`src/rtl/bira_fault_cam_p_if.sv`:
```
// Dump stream between the fault CAM and the spare-allocation stage.
// The master drives one stored entry per word; the slave accepts with out_ready.
interface bira_fault_cam_p_if #(
  parameter int ROW_W = 10,
  parameter int COL_W = 10,
  parameter int BNK_W = 2,
  parameter int PAR_W = 3
);
  logic             out_valid;
  logic             out_ready;
  logic             out_is_piv;
  logic [BNK_W-1:0] out_bank;
  logic [ROW_W-1:0] out_row;
  logic [COL_W-1:0] out_col;
  logic [PAR_W-1:0] out_parent;
  logic [1:0]       out_mr;
  logic             out_last;

  modport master (
    output out_valid, out_is_piv, out_bank, out_row, out_col,
           out_parent, out_mr, out_last,
    input  out_ready
  );

  modport slave (
    input  out_valid, out_is_piv, out_bank, out_row, out_col,
           out_parent, out_mr, out_last,
    output out_ready
  );
endinterface

```
`src/rtl/bira_fault_cam_p.sv`:
```
// Fault-collection CAM for built-in redundancy analysis.
// Faults are classified as pivots (fresh row and column in their bank) or
// non-pivots (sharing a line with a stored pivot); pivots carry saturating
// row/column share counts that drive must-repair flags. On test end the list
// is streamed out, pivots first, over the dump interface.
module bira_fault_cam_p #(
  parameter int ROW_W = 10,
  parameter int COL_W = 10,
  parameter int BNK_W = 2,
  parameter int N_PIV = 8,
  parameter int N_NPV = 10,
  parameter int CNT_W = 4
) (
  input  logic                         clk,
  input  logic                         rst,
  input  logic                         clear,
  input  logic                         fault_detect,
  input  logic [ROW_W-1:0]             row_addr,
  input  logic [COL_W-1:0]             col_addr,
  input  logic [BNK_W-1:0]             bank_addr,
  input  logic                         test_end,
  input  logic [CNT_W-1:0]             mr_row_th,
  input  logic [CNT_W-1:0]             mr_col_th,
  output logic                         early_term,
  output logic [$clog2(N_PIV+1)-1:0]   piv_cnt,
  output logic [$clog2(N_NPV+1)-1:0]   npv_cnt,
  output logic                         done,
  bira_fault_cam_p_if.master           dump
);

  localparam int PCNT_W = $clog2(N_PIV + 1);
  localparam int NCNT_W = $clog2(N_NPV + 1);
  localparam int PAR_W  = (N_PIV > 1) ? $clog2(N_PIV) : 1;
  localparam int TOT_W  = $clog2(N_PIV + N_NPV + 1);
  localparam logic [CNT_W-1:0] CNT_MAX = '1;

  typedef enum logic [1:0] {ST_COLLECT, ST_DUMP, ST_DONE} state_t;
  state_t state_reg, state_next;

  // Pivot table
  logic [BNK_W-1:0] piv_bank_reg [N_PIV];
  logic [ROW_W-1:0] piv_row_reg  [N_PIV];
  logic [COL_W-1:0] piv_col_reg  [N_PIV];
  logic [CNT_W-1:0] row_cnt_reg  [N_PIV];
  logic [CNT_W-1:0] col_cnt_reg  [N_PIV];

  // Non-pivot table
  logic [BNK_W-1:0] npv_bank_reg   [N_NPV];
  logic [ROW_W-1:0] npv_row_reg    [N_NPV];
  logic [COL_W-1:0] npv_col_reg    [N_NPV];
  logic [PAR_W-1:0] npv_parent_reg [N_NPV];

  logic [PCNT_W-1:0] piv_cnt_reg;
  logic [NCNT_W-1:0] npv_cnt_reg;
  logic              early_term_reg;
  logic [TOT_W-1:0]  rd_idx_reg;

  logic [N_PIV-1:0] piv_row_hit, piv_col_hit, piv_exact;
  logic [N_PIV-1:0] row_mr, col_mr;
  logic [N_NPV-1:0] npv_exact;

  logic             fault_take, hit_exact, hit_share;
  logic             store_piv, store_npv, overflow;
  logic [PAR_W-1:0] parent_idx;
  logic [TOT_W-1:0] total;
  logic             dump_valid, is_last;

  logic             sel_is_piv;
  logic [BNK_W-1:0] sel_bank;
  logic [ROW_W-1:0] sel_row;
  logic [COL_W-1:0] sel_col;
  logic [PAR_W-1:0] sel_parent;
  logic [1:0]       sel_mr;

  // Parallel compare against every valid pivot, plus live must-repair flags
  genvar gi;
  generate
    for (gi = 0; gi < N_PIV; gi++) begin : g_piv_cmp
      logic piv_vld;
      logic bank_eq;
      assign piv_vld         = (PCNT_W'(gi) < piv_cnt_reg);
      assign bank_eq         = piv_vld && (piv_bank_reg[gi] == bank_addr);
      assign piv_row_hit[gi] = bank_eq && (piv_row_reg[gi] == row_addr);
      assign piv_col_hit[gi] = bank_eq && (piv_col_reg[gi] == col_addr);
      assign piv_exact[gi]   = piv_row_hit[gi] && piv_col_hit[gi];
      assign row_mr[gi]      = row_cnt_reg[gi] > mr_row_th;
      assign col_mr[gi]      = col_cnt_reg[gi] > mr_col_th;
    end
    for (gi = 0; gi < N_NPV; gi++) begin : g_npv_cmp
      assign npv_exact[gi] = (NCNT_W'(gi) < npv_cnt_reg) &&
                             (npv_bank_reg[gi] == bank_addr) &&
                             (npv_row_reg[gi] == row_addr) &&
                             (npv_col_reg[gi] == col_addr);
    end
  endgenerate

  // A fault on an already-listed address is dropped; a fault whose table is
  // full is discarded entirely (no count update) and trips early termination.
  assign fault_take = (state_reg == ST_COLLECT) && fault_detect && !early_term_reg;
  assign hit_exact  = (|piv_exact) || (|npv_exact);
  assign hit_share  = (|piv_row_hit) || (|piv_col_hit);
  assign store_piv  = fault_take && !hit_exact && !hit_share &&
                      (piv_cnt_reg != PCNT_W'(N_PIV));
  assign store_npv  = fault_take && !hit_exact && hit_share &&
                      (npv_cnt_reg != NCNT_W'(N_NPV));
  assign overflow   = fault_take && !hit_exact &&
                      ((hit_share && (npv_cnt_reg == NCNT_W'(N_NPV))) ||
                       (!hit_share && (piv_cnt_reg == PCNT_W'(N_PIV))));

  // Parent: lowest row-matching pivot wins, else lowest column-matching pivot
  always_comb begin
    parent_idx = '0;
    for (int i = N_PIV - 1; i >= 0; i--)
      if (piv_col_hit[i]) parent_idx = PAR_W'(i);
    for (int i = N_PIV - 1; i >= 0; i--)
      if (piv_row_hit[i]) parent_idx = PAR_W'(i);
  end

  // Pivot storage and saturating share counters
  always_ff @(posedge clk or posedge rst) begin
    if (rst) begin
      for (int i = 0; i < N_PIV; i++) begin
        piv_bank_reg[i] <= '0;
        piv_row_reg[i]  <= '0;
        piv_col_reg[i]  <= '0;
        row_cnt_reg[i]  <= '0;
        col_cnt_reg[i]  <= '0;
      end
    end else if (clear) begin
      for (int i = 0; i < N_PIV; i++) begin
        row_cnt_reg[i] <= '0;
        col_cnt_reg[i] <= '0;
      end
    end else begin
      for (int i = 0; i < N_PIV; i++) begin
        if (store_piv && (piv_cnt_reg == PCNT_W'(i))) begin
          piv_bank_reg[i] <= bank_addr;
          piv_row_reg[i]  <= row_addr;
          piv_col_reg[i]  <= col_addr;
          row_cnt_reg[i]  <= CNT_W'(1);
          col_cnt_reg[i]  <= CNT_W'(1);
        end
        if (store_npv && piv_row_hit[i] && (row_cnt_reg[i] != CNT_MAX))
          row_cnt_reg[i] <= row_cnt_reg[i] + CNT_W'(1);
        if (store_npv && piv_col_hit[i] && (col_cnt_reg[i] != CNT_MAX))
          col_cnt_reg[i] <= col_cnt_reg[i] + CNT_W'(1);
      end
    end
  end

  // Non-pivot storage
  always_ff @(posedge clk or posedge rst) begin
    if (rst) begin
      for (int j = 0; j < N_NPV; j++) begin
        npv_bank_reg[j]   <= '0;
        npv_row_reg[j]    <= '0;
        npv_col_reg[j]    <= '0;
        npv_parent_reg[j] <= '0;
      end
    end else if (!clear && store_npv) begin
      for (int j = 0; j < N_NPV; j++) begin
        if (npv_cnt_reg == NCNT_W'(j)) begin
          npv_bank_reg[j]   <= bank_addr;
          npv_row_reg[j]    <= row_addr;
          npv_col_reg[j]    <= col_addr;
          npv_parent_reg[j] <= parent_idx;
        end
      end
    end
  end

  // Occupancy counts, sticky overflow flag and dump read pointer
  always_ff @(posedge clk or posedge rst) begin
    if (rst) begin
      piv_cnt_reg    <= '0;
      npv_cnt_reg    <= '0;
      early_term_reg <= 1'b0;
      rd_idx_reg     <= '0;
    end else if (clear) begin
      piv_cnt_reg    <= '0;
      npv_cnt_reg    <= '0;
      early_term_reg <= 1'b0;
      rd_idx_reg     <= '0;
    end else begin
      if (store_piv) piv_cnt_reg <= piv_cnt_reg + PCNT_W'(1);
      if (store_npv) npv_cnt_reg <= npv_cnt_reg + NCNT_W'(1);
      if (overflow)  early_term_reg <= 1'b1;
      if (dump_valid && dump.out_ready) rd_idx_reg <= rd_idx_reg + TOT_W'(1);
    end
  end

  assign total      = TOT_W'(piv_cnt_reg) + TOT_W'(npv_cnt_reg);
  assign dump_valid = (state_reg == ST_DUMP) && (total != '0);
  assign is_last    = (rd_idx_reg == total - TOT_W'(1));

  // FSM state register
  always_ff @(posedge clk or posedge rst) begin
    if (rst) state_reg <= ST_COLLECT;
    else     state_reg <= state_next;
  end

  // FSM next state; an empty list skips straight to DONE
  always_comb begin
    state_next = state_reg;
    case (state_reg)
      ST_COLLECT: if (test_end)
                    state_next = ((piv_cnt_reg == '0) && !store_piv) ? ST_DONE : ST_DUMP;
      ST_DUMP:    if ((total == '0) || (dump_valid && dump.out_ready && is_last))
                    state_next = ST_DONE;
      ST_DONE:    state_next = ST_DONE;
      default:    state_next = ST_COLLECT;
    endcase
    if (clear) state_next = ST_COLLECT;
  end

  // Select the entry under the read pointer: pivots first, then non-pivots
  always_comb begin
    sel_is_piv = 1'b0;
    sel_bank   = '0;
    sel_row    = '0;
    sel_col    = '0;
    sel_parent = '0;
    sel_mr     = 2'b00;
    for (int i = 0; i < N_PIV; i++) begin
      if (rd_idx_reg == TOT_W'(i)) begin
        sel_is_piv = 1'b1;
        sel_bank   = piv_bank_reg[i];
        sel_row    = piv_row_reg[i];
        sel_col    = piv_col_reg[i];
        sel_mr     = {row_mr[i], col_mr[i]};
      end
    end
    for (int j = 0; j < N_NPV; j++) begin
      if (rd_idx_reg == TOT_W'(piv_cnt_reg) + TOT_W'(j)) begin
        sel_is_piv = 1'b0;
        sel_bank   = npv_bank_reg[j];
        sel_row    = npv_row_reg[j];
        sel_col    = npv_col_reg[j];
        sel_parent = npv_parent_reg[j];
        sel_mr     = 2'b00;
      end
    end
  end

  // FSM outputs; word fields read as zero whenever no word is offered
  always_comb begin
    dump.out_valid  = dump_valid;
    dump.out_is_piv = 1'b0;
    dump.out_bank   = '0;
    dump.out_row    = '0;
    dump.out_col    = '0;
    dump.out_parent = '0;
    dump.out_mr     = 2'b00;
    dump.out_last   = 1'b0;
    if (dump_valid) begin
      dump.out_is_piv = sel_is_piv;
      dump.out_bank   = sel_bank;
      dump.out_row    = sel_row;
      dump.out_col    = sel_col;
      dump.out_parent = sel_parent;
      dump.out_mr     = sel_mr;
      dump.out_last   = is_last;
    end
    done = (state_reg == ST_DONE);
  end

  assign early_term = early_term_reg;
  assign piv_cnt    = piv_cnt_reg;
  assign npv_cnt    = npv_cnt_reg;

endmodule

```
`src/flat_wrapper.sv`:
```
// flat-port wrapper written by rule: the top's interface ports become plain ports
module bira_fault_cam_p_flat 
#(
  parameter int ROW_W = 10,
  parameter int COL_W = 10,
  parameter int BNK_W = 2,
  parameter int N_PIV = 8,
  parameter int N_NPV = 10,
  parameter int CNT_W = 4
)
  (clk, rst, clear, fault_detect, row_addr, col_addr, bank_addr, test_end, mr_row_th, mr_col_th, early_term, piv_cnt, npv_cnt, done, dump_out_valid, dump_out_is_piv, dump_out_bank, dump_out_row, dump_out_col, dump_out_parent, dump_out_mr, dump_out_last, dump_out_ready);
  bira_fault_cam_p_if #(.ROW_W(ROW_W), .COL_W(COL_W), .BNK_W(BNK_W), .PAR_W(3)) dump_i ();
  input  logic clk;
  input  logic rst;
  input  logic clear;
  input  logic fault_detect;
  input  logic [ROW_W-1:0] row_addr;
  input  logic [COL_W-1:0] col_addr;
  input  logic [BNK_W-1:0] bank_addr;
  input  logic test_end;
  input  logic [CNT_W-1:0] mr_row_th;
  input  logic [CNT_W-1:0] mr_col_th;
  output logic early_term;
  output logic [$clog2(N_PIV+1)-1:0] piv_cnt;
  output logic [$clog2(N_NPV+1)-1:0] npv_cnt;
  output logic done;
  output wire logic [$bits(dump_i.out_valid)-1:0] dump_out_valid;
  output wire logic [$bits(dump_i.out_is_piv)-1:0] dump_out_is_piv;
  output wire logic [$bits(dump_i.out_bank)-1:0] dump_out_bank;
  output wire logic [$bits(dump_i.out_row)-1:0] dump_out_row;
  output wire logic [$bits(dump_i.out_col)-1:0] dump_out_col;
  output wire logic [$bits(dump_i.out_parent)-1:0] dump_out_parent;
  output wire logic [$bits(dump_i.out_mr)-1:0] dump_out_mr;
  output wire logic [$bits(dump_i.out_last)-1:0] dump_out_last;
  input wire logic [$bits(dump_i.out_ready)-1:0] dump_out_ready;
  assign dump_out_valid = dump_i.out_valid;
  assign dump_out_is_piv = dump_i.out_is_piv;
  assign dump_out_bank = dump_i.out_bank;
  assign dump_out_row = dump_i.out_row;
  assign dump_out_col = dump_i.out_col;
  assign dump_out_parent = dump_i.out_parent;
  assign dump_out_mr = dump_i.out_mr;
  assign dump_out_last = dump_i.out_last;
  assign dump_i.out_ready = dump_out_ready;
  bira_fault_cam_p #(.ROW_W(ROW_W), .COL_W(COL_W), .BNK_W(BNK_W), .N_PIV(N_PIV), .N_NPV(N_NPV), .CNT_W(CNT_W)) u_core (.clk(clk), .rst(rst), .clear(clear), .fault_detect(fault_detect), .row_addr(row_addr), .col_addr(col_addr), .bank_addr(bank_addr), .test_end(test_end), .mr_row_th(mr_row_th), .mr_col_th(mr_col_th), .early_term(early_term), .piv_cnt(piv_cnt), .npv_cnt(npv_cnt), .done(done), .dump(dump_i));
endmodule
```
`config.mk`:
```
export PLATFORM = sky130hd
export DESIGN_NAME = bira_fault_cam_p_flat
export DESIGN_NICKNAME = d
export VERILOG_FILES = /design/src/rtl/bira_fault_cam_p_if.sv /design/src/rtl/bira_fault_cam_p.sv /design/src/flat_wrapper.sv
export SDC_FILE = /design/constraint.sdc
export NUM_CORES = 2
export LEC_CHECK = 0
export BUFFER_PORTS_ARGS = -buffer_cell sky130_fd_sc_hd__buf_2
export CAP_MARGIN = 0
export CORE_ASPECT_RATIO = 1.4
export CORE_UTILIZATION = 35
export DETAILED_ROUTE_END_ITERATION = 8
export GPL_TIMING_DRIVEN = 0
export PLACE_DENSITY = 0.47
export SLEW_MARGIN = 20
export SYNTH_ARGS = -nofsm -noshare
export SYNTH_HDL_FRONTEND = slang
export SYNTH_SLANG_ARGS = --single-unit
```
`constraint.sdc`:
```
create_clock -name clk -period 24.5 [get_ports clk]
set_input_delay 2.45 -clock clk [delete_from_list [all_inputs] [get_ports clk]]
set_output_delay 2.45 -clock clk [all_outputs]
set_load 0.005 [all_outputs]
```
==> impl_summary.txt <==
----------------------------------------------------
[Critical path]
  Worst setup path category ... reg -> out
  Data arrival at the endpoint of the critical path ... 5.98 ns
  Sort of element at the start of the critical path ... flop
  Critical Path End Type ... output port
  Data required time of the worst path ... 22.05 ns
  Max Fanout on Critical Path ... 10

[STA]
  Hold Violations, Final ... 0
  Final Critical Period ... 8.429 ns
  Pins Over Slew Limit ... 0
  Post-route worst hold slack ... 0.5077 ns
  FMAX ... 0.1186 GHz
  Part of the cycle the worst path needs ... 34.40%
  Worst-case headroom to the max-slew limit ... 19.24%
  RSZ-0062 raised after global routing ... no
  Clock Skew ... 0.02388 ns
  Final count of negative-setup-slack endpoints ... 0
  Final sum of negative setup slack ... 0 ns
  Tightest Pin Transition ... 1.200 ns

[Clocking]
  Clock sinks ... 506
  Clock buffer depth ... 3
  Clock root buffer ... sky130_fd_sc_hd__clkbuf_16
  Insertion delay to the later sink of the worst-skew pair ... 0.66 ns
  Setup Buffers After CTS ... 0
  Cts bufs inserted ... 58
  TritonCTS clock tree ... yes
  Count of instances resized after the clock tree is built ... 0
  Post-CTS Hold Fix Bufs ... 0
  H-Tree Level Count ... 2
  Register clock-pin slew on the reported worst setup and hold paths ... 0.07 ns

[Yosys]
  Syn nets ... 3,043
  Synth Warn # ... 0
  Mapped Area ... 31,050 um^2
  Most used flip-flop cell after synthesis ... sky130_fd_sc_hd__dfrtp_1
  Per-instance average area after synthesis ... 10.72 um^2
  Distinct cell type count of the synthesized netlist ... 81
  Post-synth ARST share ... 100.0%
  Portion of the post-synthesis area used by sequential elements ... 40.78%
  Instance count of the mapped netlist ... 2,897
  Flip-flop and latch count after synthesis ... 506
  Number of enable-type register cells in the synthesized netlist ... 0

[Pwr]
  Pint ... 1.678 mW
  Switching power ... 0.8733 mW
  Combinational share of power ... 26.6%
  Standby leakage power ... 16.80 nW
  Peak supply drop ... 59.85 uV
  Clock share of power ... 35.1%
  Sum of internal, switching and leakage power ... 2.551 mW
  Sw frac ... 34.23%
  Power density over the cells ... 72.87 nW/um^2
  Power share of the sequential group ... 38.3%

[Run status]
  Status ... finished, final reports clean

[Cells and area]
  Highest-count cells in the layout ignoring fill and taps ... sky130_fd_sc_hd__dfrtp_1, sky130_fd_sc_hd__mux2_2, sky130_fd_sc_hd__xor2_1, sky130_fd_sc_hd__clkbuf_1, sky130_fd_sc_hd__nor2_1
  Final core utilization ... 40.04%
  Synthesis-to-layout area growth ... 12.76%
  Most common library cell in the layout ignoring fill and taps ... sky130_fd_sc_hd__dfrtp_1
  Share of post-route cells with drive strength above 1 ... 24.01%
  # fillers ... 8,682
  Number of diodes ... 0
  Net count, final ... 3,171

[Drt]
  Post-route ant nets ... 0
  Sum of routed wire length over all layers ... 131,400 um
  Number of violations reported at the end of detailed-routing iteration 0 ... 1,799
  Routed WL per cell ... 30.95 um
  Iteration count of the initial detailed-routing pass ... 7
  # DRC ... 0
  Vias after detailed routing ... 24,252
  Via density per instance ... 5.714

[Flow run]
  Max-cap viol count ... 0

[Placement]
  Hpwl dp ... 105,500 um
  Number of port buffers ... 53
  Gp weighted congestion ... 0.9958

[Global routing]
  Maximum number of pins on one net before global-route repair ... 101
  Leftover overflow at the end of global routing ... 0
  First-pass GRT wire length ... 185,500 um
  Antenna violations before repair ... 2
  Vias in the first global route ... 25,507
  Overall Global Routing Usage ... 29.25%

[Floorplanning]
  Horiz. Die Dim ... 253.7 um
  Number of top-level pins ... 76
  Die height ... 354.4 um
  Initial core utilization ... 35.51%
  Die area ... 89,920 um^2
  Core area ... 87,440 um^2
  Std-Cell Rows ... 128

[Hold path]
  Worst hold path class ... reg -> reg

----------------------------------------------------
==> layout make-up <==
| type | count | area [um^2] | share of cell area [%] |
|---|---|---|---|
| Tap cell | 1170 | 1464 | 4.181 |
| Sequential cell | 506 | 12660 | 36.17 |
| Clock buffer | 87 | 1700 | 4.857 |
| Inverter | 57 | 221.5 | 0.6325 |
| Clock inverter | 22 | 220.2 | 0.6290 |
| Buffer | 225 | 1149 | 3.281 |
| Multi-Input combinational cell | 2109 | 17110 | 48.87 |
| Timing Repair Buffer | 68 | 485.5 | 1.387 |
==> path summary, 6_finish.rpt <==
kind                                           start                   endpoint  slack [ns]  cells past startpoint
setup / recovery                   u_core.piv_cnt[3]            dump_out_is_piv       16.07                     11
hold / removal             u_core.npv_parent_reg[15]  u_core.npv_parent_reg[15]        0.51                      1
setup reg to reg                   u_core.piv_cnt[3]     u_core.row_cnt_reg[28]       17.84                     13
hold reg to reg            u_core.npv_parent_reg[15]  u_core.npv_parent_reg[15]        0.51                      1
max in group asynchronous                        rst       u_core.rd_idx_reg[4]       20.80                      6
min in group asynchronous                        rst     u_core.npv_row_reg[30]        1.76                      2
==> stage by stage <==
step | std cells | setup WS (ns) | area, um^2
after CTS | 4244 | 16.18 | 35000
after global routing | 4244 | 15.99 | 35010
after floorplan | 2897 | 7.920 | 31050
after global placement | 4120 | 1.406 | 32780
after detailed placement | 4135 | 16.89 | 33080
final | 4244 | 16.07 | 35010
==> cell usage after synthesis, types with 5 or more instances <==
library cell	count	area share, %
sky130_fd_sc_hd__a21o_1	8	0.19
sky130_fd_sc_hd__buf_2	48	0.77
sky130_fd_sc_hd__a221o_1	23	0.74
sky130_fd_sc_hd__xnor2_1	90	2.5
sky130_fd_sc_hd__nor3b_1	8	0.19
sky130_fd_sc_hd__nand4b_1	6	0.17
sky130_fd_sc_hd__nand2b_1	22	0.44
sky130_fd_sc_hd__a2111oi_0	6	0.17
sky130_fd_sc_hd__inv_1	56	0.68
sky130_fd_sc_hd__mux2_2	443	16
sky130_fd_sc_hd__o21bai_1	5	0.12
sky130_fd_sc_hd__o211ai_1	5	0.12
sky130_fd_sc_hd__clkbuf_1	117	1.4
sky130_fd_sc_hd__and2_0	5	0.10
sky130_fd_sc_hd__mux2_1	5	0.18
sky130_fd_sc_hd__and2_1	7	0.14
sky130_fd_sc_hd__o211a_1	7	0.23
sky130_fd_sc_hd__o21a_1	5	0.12
sky130_fd_sc_hd__ha_1	109	4.4
sky130_fd_sc_hd__a211o_1	24	0.68
sky130_fd_sc_hd__a22oi_1	22	0.53
sky130_fd_sc_hd__nor4_1	79	1.6
sky130_fd_sc_hd__and3_1	16	0.32
sky130_fd_sc_hd__o21ai_0	112	1.8
sky130_fd_sc_hd__buf_4	49	1.2
sky130_fd_sc_hd__buf_6	8	0.29
sky130_fd_sc_hd__nand4_1	57	1.1
sky130_fd_sc_hd__nor2_1	125	1.5
sky130_fd_sc_hd__a32o_1	13	0.42
sky130_fd_sc_hd__o221ai_1	6	0.17
sky130_fd_sc_hd__a21boi_0	6	0.15
sky130_fd_sc_hd__a21oi_1	54	0.87
sky130_fd_sc_hd__a31oi_1	35	0.71
sky130_fd_sc_hd__o22ai_1	76	1.5
sky130_fd_sc_hd__a222oi_1	26	0.84
sky130_fd_sc_hd__nor3_1	52	0.84
sky130_fd_sc_hd__nand3_1	61	0.98
sky130_fd_sc_hd__nor2b_1	36	0.73
sky130_fd_sc_hd__nand2_1	109	1.3
sky130_fd_sc_hd__xor2_1	352	9.9
sky130_fd_sc_hd__dfrtp_1	506	41
sky130_fd_sc_hd__a311oi_1	13	0.37
sky130_fd_sc_hd__and4b_1	9	0.29
sky130_fd_sc_hd__a211oi_1	9	0.22
==> cell families (layout without fill, tap and decap cells) <==
kind of cell               after synthesis  in the layout  share of synthesized area [%]
xor gates and xnor gates               443            443                          12.52
buffers and inverters                  282            459                          4.388
muxes                                  452            452                          16.38
AOI/OAI and AO/OA                      489            489                          10.95
and+or+nand+nor                        615            615                          10.53
adders and majority gates              110            110                          4.457
DFF                                    506            506                          40.78
==> metal layers <==
metal | track usage, % | wire, um | share of wire [%]
met5 | 0 | 15 | 0.011
met4 | 24.73 | 13160 | 10
met3 | 3.872 | 5665 | 4.3
met2 | 51.45 | 66180 | 50
met1 | 30.78 | 46330 | 35
==> critical path, stage by stage (launching register included) <==
cell                       delay (ns)
sky130_fd_sc_hd__dfrtp_1         0.44
sky130_fd_sc_hd__clkbuf_1        0.56
sky130_fd_sc_hd__xnor2_2         0.36
sky130_fd_sc_hd__xnor2_1         0.55
sky130_fd_sc_hd__o22ai_1         0.15
sky130_fd_sc_hd__nand3_1         0.63
sky130_fd_sc_hd__nand3_1         0.31
sky130_fd_sc_hd__nor2_1          0.28
sky130_fd_sc_hd__clkbuf_1        0.64
sky130_fd_sc_hd__nand4_1         0.60
sky130_fd_sc_hd__nor2_1          0.59
sky130_fd_sc_hd__buf_2           0.21
==> power by group through the flow <==
stage	registers (mW)	clock network, mW	logic [mW]
2_1_floorplan	0.969	0	0.434
3_3_place_gp	0.987	0	0.656
3_5_place_dp	0.990	0	0.667
4_1_cts	0.974	0.914	0.671
5_1_grt	0.984	0.950	0.724
6_report	0.976	0.897	0.679
(Power assumes the default switching activity.)
